## src/rtl/hazard_if.sv

```systemverilog
// Pipeline hazard bus: ID/EX/DM status into the hazard controller, stall/flush/halt controls out.
interface hazard_if;
   logic [4:0]  id_rs;
   logic [4:0]  id_rt;
   logic        id_rs_used;
   logic        id_rt_used;
   logic        id_ex_mem_read;
   logic [4:0]  id_ex_rd;
   logic        ex_branch_taken;
   logic        dm_ready;
   logic        halt_req;
   logic        pc_we;
   logic        pc_src_branch;
   logic        if_id_we;
   logic        if_id_flush;
   logic        id_ex_flush;
   logic        pipe_freeze;
   logic        halt_ack;
   logic [15:0] stall_cnt;
   logic [15:0] flush_cnt;

   modport master (
      output id_rs, id_rt, id_rs_used, id_rt_used, id_ex_mem_read, id_ex_rd,
             ex_branch_taken, dm_ready, halt_req,
      input  pc_we, pc_src_branch, if_id_we, if_id_flush, id_ex_flush,
             pipe_freeze, halt_ack, stall_cnt, flush_cnt
   );

   modport slave (
      input  id_rs, id_rt, id_rs_used, id_rt_used, id_ex_mem_read, id_ex_rd,
             ex_branch_taken, dm_ready, halt_req,
      output pc_we, pc_src_branch, if_id_we, if_id_flush, id_ex_flush,
             pipe_freeze, halt_ack, stall_cnt, flush_cnt
   );
endinterface

```

## src/rtl/hazard_ctrl.sv

```systemverilog
// Five-stage pipeline hazard controller: load-use stall, branch flush, memory freeze, drain-and-halt.
module hazard_ctrl #(
   parameter int DRAIN_CYCLES = 4
) (
   input  logic     clk,
   input  logic     reset,
   hazard_if.slave  bus
);

   localparam int DW = (DRAIN_CYCLES > 1) ? $clog2(DRAIN_CYCLES) : 1;
   localparam logic [DW-1:0] DRAIN_LAST = DW'(DRAIN_CYCLES - 1);

   typedef enum logic [1:0] {RUN, STALL, DRAIN, HALTED} state_t;

   state_t        state, state_nxt;
   logic [DW-1:0] drain_cnt, drain_cnt_nxt;
   logic [15:0]   stall_cnt_q, flush_cnt_q;
   logic          stall_inc, flush_inc;
   logic          load_use;

   function automatic logic [15:0] sat_inc(input logic [15:0] v);
      return (v == 16'hFFFF) ? v : v + 16'd1;
   endfunction

   // Register 0 is hardwired, so a load targeting it never creates a dependency.
   assign load_use = bus.id_ex_mem_read && (bus.id_ex_rd != 5'd0) &&
                     ((bus.id_rs_used && (bus.id_rs == bus.id_ex_rd)) ||
                      (bus.id_rt_used && (bus.id_rt == bus.id_ex_rd)));

   always_ff @(posedge clk or negedge reset) begin
      if (!reset) begin
         state       <= RUN;
         drain_cnt   <= '0;
         stall_cnt_q <= '0;
         flush_cnt_q <= '0;
      end else begin
         state     <= state_nxt;
         drain_cnt <= drain_cnt_nxt;
         if (stall_inc) stall_cnt_q <= sat_inc(stall_cnt_q);
         if (flush_inc) flush_cnt_q <= sat_inc(flush_cnt_q);
      end
   end

   always_comb begin
      state_nxt         = state;
      drain_cnt_nxt     = drain_cnt;
      stall_inc         = 1'b0;
      flush_inc         = 1'b0;
      bus.pc_we         = 1'b1;
      bus.pc_src_branch = 1'b0;
      bus.if_id_we      = 1'b1;
      bus.if_id_flush   = 1'b0;
      bus.id_ex_flush   = 1'b0;
      bus.pipe_freeze   = 1'b0;
      bus.halt_ack      = (state == HALTED);

      // A memory wait freezes everything, including the FSM and counters.
      if (!bus.dm_ready) begin
         bus.pc_we       = 1'b0;
         bus.if_id_we    = 1'b0;
         bus.pipe_freeze = 1'b1;
      end else begin
         case (state)
            RUN: begin
               if (bus.ex_branch_taken) begin
                  bus.pc_src_branch = 1'b1;
                  bus.if_id_flush   = 1'b1;
                  bus.id_ex_flush   = 1'b1;
                  flush_inc         = 1'b1;
               end else if (load_use) begin
                  bus.pc_we       = 1'b0;
                  bus.if_id_we    = 1'b0;
                  bus.id_ex_flush = 1'b1;
                  stall_inc       = 1'b1;
                  state_nxt       = STALL;
               end else if (bus.halt_req) begin
                  bus.pc_we     = 1'b0;
                  bus.if_id_flush = 1'b1;
                  drain_cnt_nxt = '0;
                  state_nxt     = DRAIN;
               end
            end
            STALL: begin
               state_nxt = RUN;
               if (bus.ex_branch_taken) begin
                  bus.pc_src_branch = 1'b1;
                  bus.if_id_flush   = 1'b1;
                  bus.id_ex_flush   = 1'b1;
                  flush_inc         = 1'b1;
               end
            end
            DRAIN: begin
               bus.pc_we       = 1'b0;
               bus.if_id_flush = 1'b1;
               // A branch already in EX still redirects the PC; the drain keeps counting.
               if (bus.ex_branch_taken) begin
                  bus.pc_we         = 1'b1;
                  bus.pc_src_branch = 1'b1;
                  bus.id_ex_flush   = 1'b1;
                  flush_inc         = 1'b1;
               end
               if (drain_cnt == DRAIN_LAST) state_nxt = HALTED;
               else drain_cnt_nxt = drain_cnt + DW'(1);
            end
            HALTED: begin
               bus.pc_we       = 1'b0;
               bus.if_id_flush = 1'b1;
               if (!bus.halt_req) state_nxt = RUN;
            end
            default: state_nxt = RUN;
         endcase
      end

      // During reset the pipeline is held with bubbles in both front-end latches.
      if (!reset) begin
         bus.pc_we         = 1'b0;
         bus.if_id_we      = 1'b0;
         bus.if_id_flush   = 1'b1;
         bus.id_ex_flush   = 1'b1;
         bus.pc_src_branch = 1'b0;
         bus.pipe_freeze   = 1'b0;
         bus.halt_ack      = 1'b0;
      end
   end

   assign bus.stall_cnt = stall_cnt_q;
   assign bus.flush_cnt = flush_cnt_q;

endmodule

```

## src/flat_wrapper.sv

```systemverilog
// flat-port wrapper written by rule: the top's interface ports become plain ports
module hazard_ctrl_flat 
#(
   parameter int DRAIN_CYCLES = 4
)
  (clk, reset, bus_id_rs, bus_id_rt, bus_id_rs_used, bus_id_rt_used, bus_id_ex_mem_read, bus_id_ex_rd, bus_ex_branch_taken, bus_dm_ready, bus_halt_req, bus_pc_we, bus_pc_src_branch, bus_if_id_we, bus_if_id_flush, bus_id_ex_flush, bus_pipe_freeze, bus_halt_ack, bus_stall_cnt, bus_flush_cnt);
  hazard_if bus_i ();
  input  logic clk;
  input  logic reset;
  input wire logic [$bits(bus_i.id_rs)-1:0] bus_id_rs;
  input wire logic [$bits(bus_i.id_rt)-1:0] bus_id_rt;
  input wire logic [$bits(bus_i.id_rs_used)-1:0] bus_id_rs_used;
  input wire logic [$bits(bus_i.id_rt_used)-1:0] bus_id_rt_used;
  input wire logic [$bits(bus_i.id_ex_mem_read)-1:0] bus_id_ex_mem_read;
  input wire logic [$bits(bus_i.id_ex_rd)-1:0] bus_id_ex_rd;
  input wire logic [$bits(bus_i.ex_branch_taken)-1:0] bus_ex_branch_taken;
  input wire logic [$bits(bus_i.dm_ready)-1:0] bus_dm_ready;
  input wire logic [$bits(bus_i.halt_req)-1:0] bus_halt_req;
  output wire logic [$bits(bus_i.pc_we)-1:0] bus_pc_we;
  output wire logic [$bits(bus_i.pc_src_branch)-1:0] bus_pc_src_branch;
  output wire logic [$bits(bus_i.if_id_we)-1:0] bus_if_id_we;
  output wire logic [$bits(bus_i.if_id_flush)-1:0] bus_if_id_flush;
  output wire logic [$bits(bus_i.id_ex_flush)-1:0] bus_id_ex_flush;
  output wire logic [$bits(bus_i.pipe_freeze)-1:0] bus_pipe_freeze;
  output wire logic [$bits(bus_i.halt_ack)-1:0] bus_halt_ack;
  output wire logic [$bits(bus_i.stall_cnt)-1:0] bus_stall_cnt;
  output wire logic [$bits(bus_i.flush_cnt)-1:0] bus_flush_cnt;
  assign bus_i.id_rs = bus_id_rs;
  assign bus_i.id_rt = bus_id_rt;
  assign bus_i.id_rs_used = bus_id_rs_used;
  assign bus_i.id_rt_used = bus_id_rt_used;
  assign bus_i.id_ex_mem_read = bus_id_ex_mem_read;
  assign bus_i.id_ex_rd = bus_id_ex_rd;
  assign bus_i.ex_branch_taken = bus_ex_branch_taken;
  assign bus_i.dm_ready = bus_dm_ready;
  assign bus_i.halt_req = bus_halt_req;
  assign bus_pc_we = bus_i.pc_we;
  assign bus_pc_src_branch = bus_i.pc_src_branch;
  assign bus_if_id_we = bus_i.if_id_we;
  assign bus_if_id_flush = bus_i.if_id_flush;
  assign bus_id_ex_flush = bus_i.id_ex_flush;
  assign bus_pipe_freeze = bus_i.pipe_freeze;
  assign bus_halt_ack = bus_i.halt_ack;
  assign bus_stall_cnt = bus_i.stall_cnt;
  assign bus_flush_cnt = bus_i.flush_cnt;
  hazard_ctrl #(.DRAIN_CYCLES(DRAIN_CYCLES)) u_core (.clk(clk), .reset(reset), .bus(bus_i));
endmodule
```

## config.mk

```make
export PLATFORM = sky130hd
export DESIGN_NAME = hazard_ctrl_flat
export DESIGN_NICKNAME = d
export VERILOG_FILES = /design/src/rtl/hazard_if.sv /design/src/rtl/hazard_ctrl.sv /design/src/flat_wrapper.sv
export SDC_FILE = /design/constraint.sdc
export NUM_CORES = 1
export LEC_CHECK = 0
export BUFFER_PORTS_ARGS = -buffer_cell sky130_fd_sc_hd__buf_4
export CAP_MARGIN = 20
export CORE_ASPECT_RATIO = 1.75
export CORE_MARGIN = 8
export CORE_UTILIZATION = 35
export CTS_CLUSTER_DIAMETER = 100
export DETAILED_ROUTE_END_ITERATION = 7
export SLEW_MARGIN = 10
export SYNTH_ARGS = -nofsm -noshare
export SYNTH_HDL_FRONTEND = slang
export SYNTH_SLANG_ARGS = --single-unit
```

## constraint.sdc

```tcl
create_clock -name clk -period 2.2 [get_ports clk]
set_input_delay 0.44 -clock clk [delete_from_list [all_inputs] [get_ports clk]]
set_output_delay 0.44 -clock clk [all_outputs]
set_load 0.005 [all_outputs]
```

==> results by group <==
Setup path
  – Critical path's most frequent cell: buf_4
  – CP Class: primary input to output pin
  – CP peak stage delay: between 0.5 and 0.6 ns
  – Slowest CP cell: or4_4
  – Critical path, cell by cell: buf_4, or4_4, o21a_4, nand3_4, o2111ai_1, nand3_1, buf_4
  – Crit path required time: 1.76 ns
  – R2R Path Start: u_core.state[0]
  – Worst setup EP type: output pin
  – Worst EP arrival: 1.78 ns
  – Delay-heaviest family, CP: simple AND/OR/NAND/NOR gates
  – Crit start category: primary input
  – CP Depth: 7
  – Worst path bufs/invs: 2
  – Worst Setup SP: bus_id_ex_rd[4]
  – Crit path max fanout: 5
  – Worst Reg-to-Reg Cells: 7

Place
  – Post-DP Area: approximately 0.0027 mm²
  – Final HPWL DP: 4613 µm
  – I/O Buffers: 61
  – GP Congestion: 0.7765

Synth
  – Synth Area in XOR/XNOR: 15.10%
  – Ys flop type: dfrtp_1
  – Seq/Total Area, Yosys: 43.14%
  – Register bit total from synthesis: 36
  – Cell variety after synth: 44
  – Multiplexer share of the synthesized area: 2.816%
  – Main combinational cell family by area after synthesis: simple AND/OR/NAND/NOR gates
  – Synthesized cell area: 0.002088 mm²
  – Syn_nets: between 200 and 250
  – Post-Synthesis Cells: ~210
  – Syn_area_per_cell: about 10 µm²
  – Count of flip-flops with a built-in enable after synthesis: 0
  – Asr flop ratio synth: 100.0%
  – Synth Area in Compound Gates: 7.130%
  – Synth Area in Simple Gates: 24.39%
  – Post-Synth Adder-Cell Area: around 4.2%
  – Syn. warnings: 0

Timing
  – Final Max Tran Viols: 0
  – Worst rel slew slack: 66.58%
  – Max Clock Freq: 451.1 MHz
  – Final setup fails: 1
  – Hold Slack: about 0.14 ns
  – Final hold violations: 0
  – Final period util: 100.8%
  – Fin crit period: 2.217 ns
  – Post-route clock skew: 0.01121 ns
  – Worst-margin pin slew: 0.4997 ns
  – Setup ws final: -0.01703 ns
  – RSZ-0062 raised after global routing: true

Die
  – # rows: 37
  – Die Footprint: 0.008792 mm²
  – # IOs: 62
  – Die width: 74.39 µm
  – Core box area: 0.005833 mm²
  – Die H: 118.2 µm
  – Initial core utilization: 35.80%

Outcome
  – Status: finished, violations left
  – Failing checks: negative setup slack

Finish
  – Area of the multi-input gates: between 0.001 and 0.0015 mm²
  – Syn-to-layout area delta: 39.19%
  – Nets: 322
  – Core Util, Final: 49.83%
  – Final Cell Area: 0.002907 mm²
  – Ant. Diodes: 0
  – Reg area: 900.9 µm²
  – # fillers: 595
  – Share of cells above drive strength 1: 36.86%

GRT
  – First-pass GRT wire length: 9577 µm
  – Total global routing overflow: 0
  – Pin count of the biggest net entering global routing: 21
  – Total track usage: 13.68%
  – Initial antenna violation count: 0
  – Vias in the first global route: 2025

Power
  – Peak supply drop: 0.5528 mV
  – Leakage: roughly 0.0014 µW
  – Pwr per Cell Area: 725.2 mW/mm²
  – Tot Pwr: 2108 µW

Route
  – ANT nets after route: 0
  – Initial DRC count: 106
  – WL final: 5904 µm
  – Vias: 1877
  – Drc violations: 0
  – Drt wl/cell: about 16 µm
  – Vias per Instance: 5.059
  – Drt first pass iters: 4

Run
  – Max Cap Viol: 0

Clock tree
  – Root Buffer: clkbuf_8
  – H-tree levels: 2
  – Num CTS Buffers: 5
  – Worst-path clk slew: around 0.08 ns
  – Worst-Skew Late Latency: 0.30 ns
  – CTS tree: done
  – CTS Buffer Depth: 2
  – Clock sink count: 36

Min path
  – Worst Hold Class: primary input to asynchronous set/reset pin
## worst register-to-register path, cell delays in order, from the launching register on
cell      delay (ns)
dfrtp_1         0.38
buf_4           0.14
ha_1            0.25
nand3b_1        0.32
nor4_1          0.39
and3_1          0.27
nand4_1         0.13
xnor2_1         0.14
## metal layers
| layer | vias to the layer above | routed length, µm | global-route usage, % |
|---|---|---|---|
| met2 | 59 | 3258 | 25.99 |
| met3 | 7 | 408 | 3.556 |
| li1 | 902 | - | - |
| met1 | 909 | 2168 | 13.43 |
| met5 | - | 0 | 0 |
| met4 | 0 | 69 | 4.074 |
## metrics by stage
step	TNS, ns	setup WS, ns	std cells
2_1_floorplan	0	0.1507	209
3_3_place_gp	-0.002276	-0.002276	360
3_5_place_dp	0	0.005255	360
4_1_cts	-0.005775	-0.005775	370
5_1_grt	-0.2327	-0.06964	371
6_report	-0.01703	-0.01703	371
## cell type report
cell class	count	share of cell area, %
clock buffer	5	2.368
sequential	36	30.99
multi-input combinational	161	40.68
clock inverter	3	0.8179
tap	78	3.358
timing repair buffer	80	20.75
inverter	8	1.033
## cell usage in the layout, fill, tap and decap left out, drive strengths merged, types with 5 or more instances in the layout
cell type  Yosys  routed
nand2         23      23
buf            3      79
xnor2         22      22
clkbuf         1       5
nor3           8       8
o21ai          7       7
inv            8       8
dfrtp         36      36
nor2          13      13
xor2          14      14
ha             7       7
nor4           7       7
nand3         15      15
nand4          9       9
## worst paths after layout
check / end / slack [ns]
max in group asynchronous: u_core.bus.stall_cnt[15] / 1.13
min reg2reg: u_core.bus.flush_cnt[9] / 0.52
max: bus_if_id_flush / -0.02
min: u_core.bus.flush_cnt[13] / 0.14
max reg2reg: u_core.bus.flush_cnt[15] / 0.06
min in group clk: u_core.bus.flush_cnt[9] / 0.52
## state kept, by name (all words and copies together), names as in the netlist
signal	cells
u_core.bus.flush_cnt	16
u_core.bus.stall_cnt	16
u_core.state	2
u_core.drain_cnt	2
## repair_timing
item                                    4_1_cts  5_1_grt
pin swaps                                     0        5
buffers inserted                              1        1
resized for setup                             5       11
hold endpoints to repair                     10        0
hold buffers                                  1        0
endpoints found under the setup margin        3        7
cloned                                        0        0
## cells in the mapped netlist, types with 2 or more instances
master,n,area share [%]
or3_1,2,0.60
xor2_1,14,5.9
inv_1,8,1.4
dfrtp_1,36,43
nand2b_1,2,0.60
a22o_1,2,0.84
nand3_1,13,3.1
ha_1,7,4.2
mux2_2,3,1.6
nand3_4,2,1.7
nor2_1,13,2.3
and4_1,3,1.3
and3_1,3,0.90
nand4_1,9,2.7
nand2_1,23,4.1
xnor2_1,22,9.2
nor4_1,5,1.5
a21oi_1,3,0.72
o21ai_0,6,1.4
a31oi_1,2,0.60
nor3_1,8,1.9
## where the power goes
| part | internal (µW) | total (µW) | switching [µW] |
|---|---|---|---|
| clock network | 224 | 488 | 264 |
| logic | 409 | 778 | 369 |
| registers | 750 | 842 | 91.9 |
## kinds of logic (layout without fill, tap and decap cells)
logic type,after synthesis,after routing
simple gates,91,91
buf+inv,12,96
mux,5,5
fa+ha+maj,7,7
xor+xnor,36,36
flops,36,36
compound gates,22,22
(Power assumes the default switching activity.)
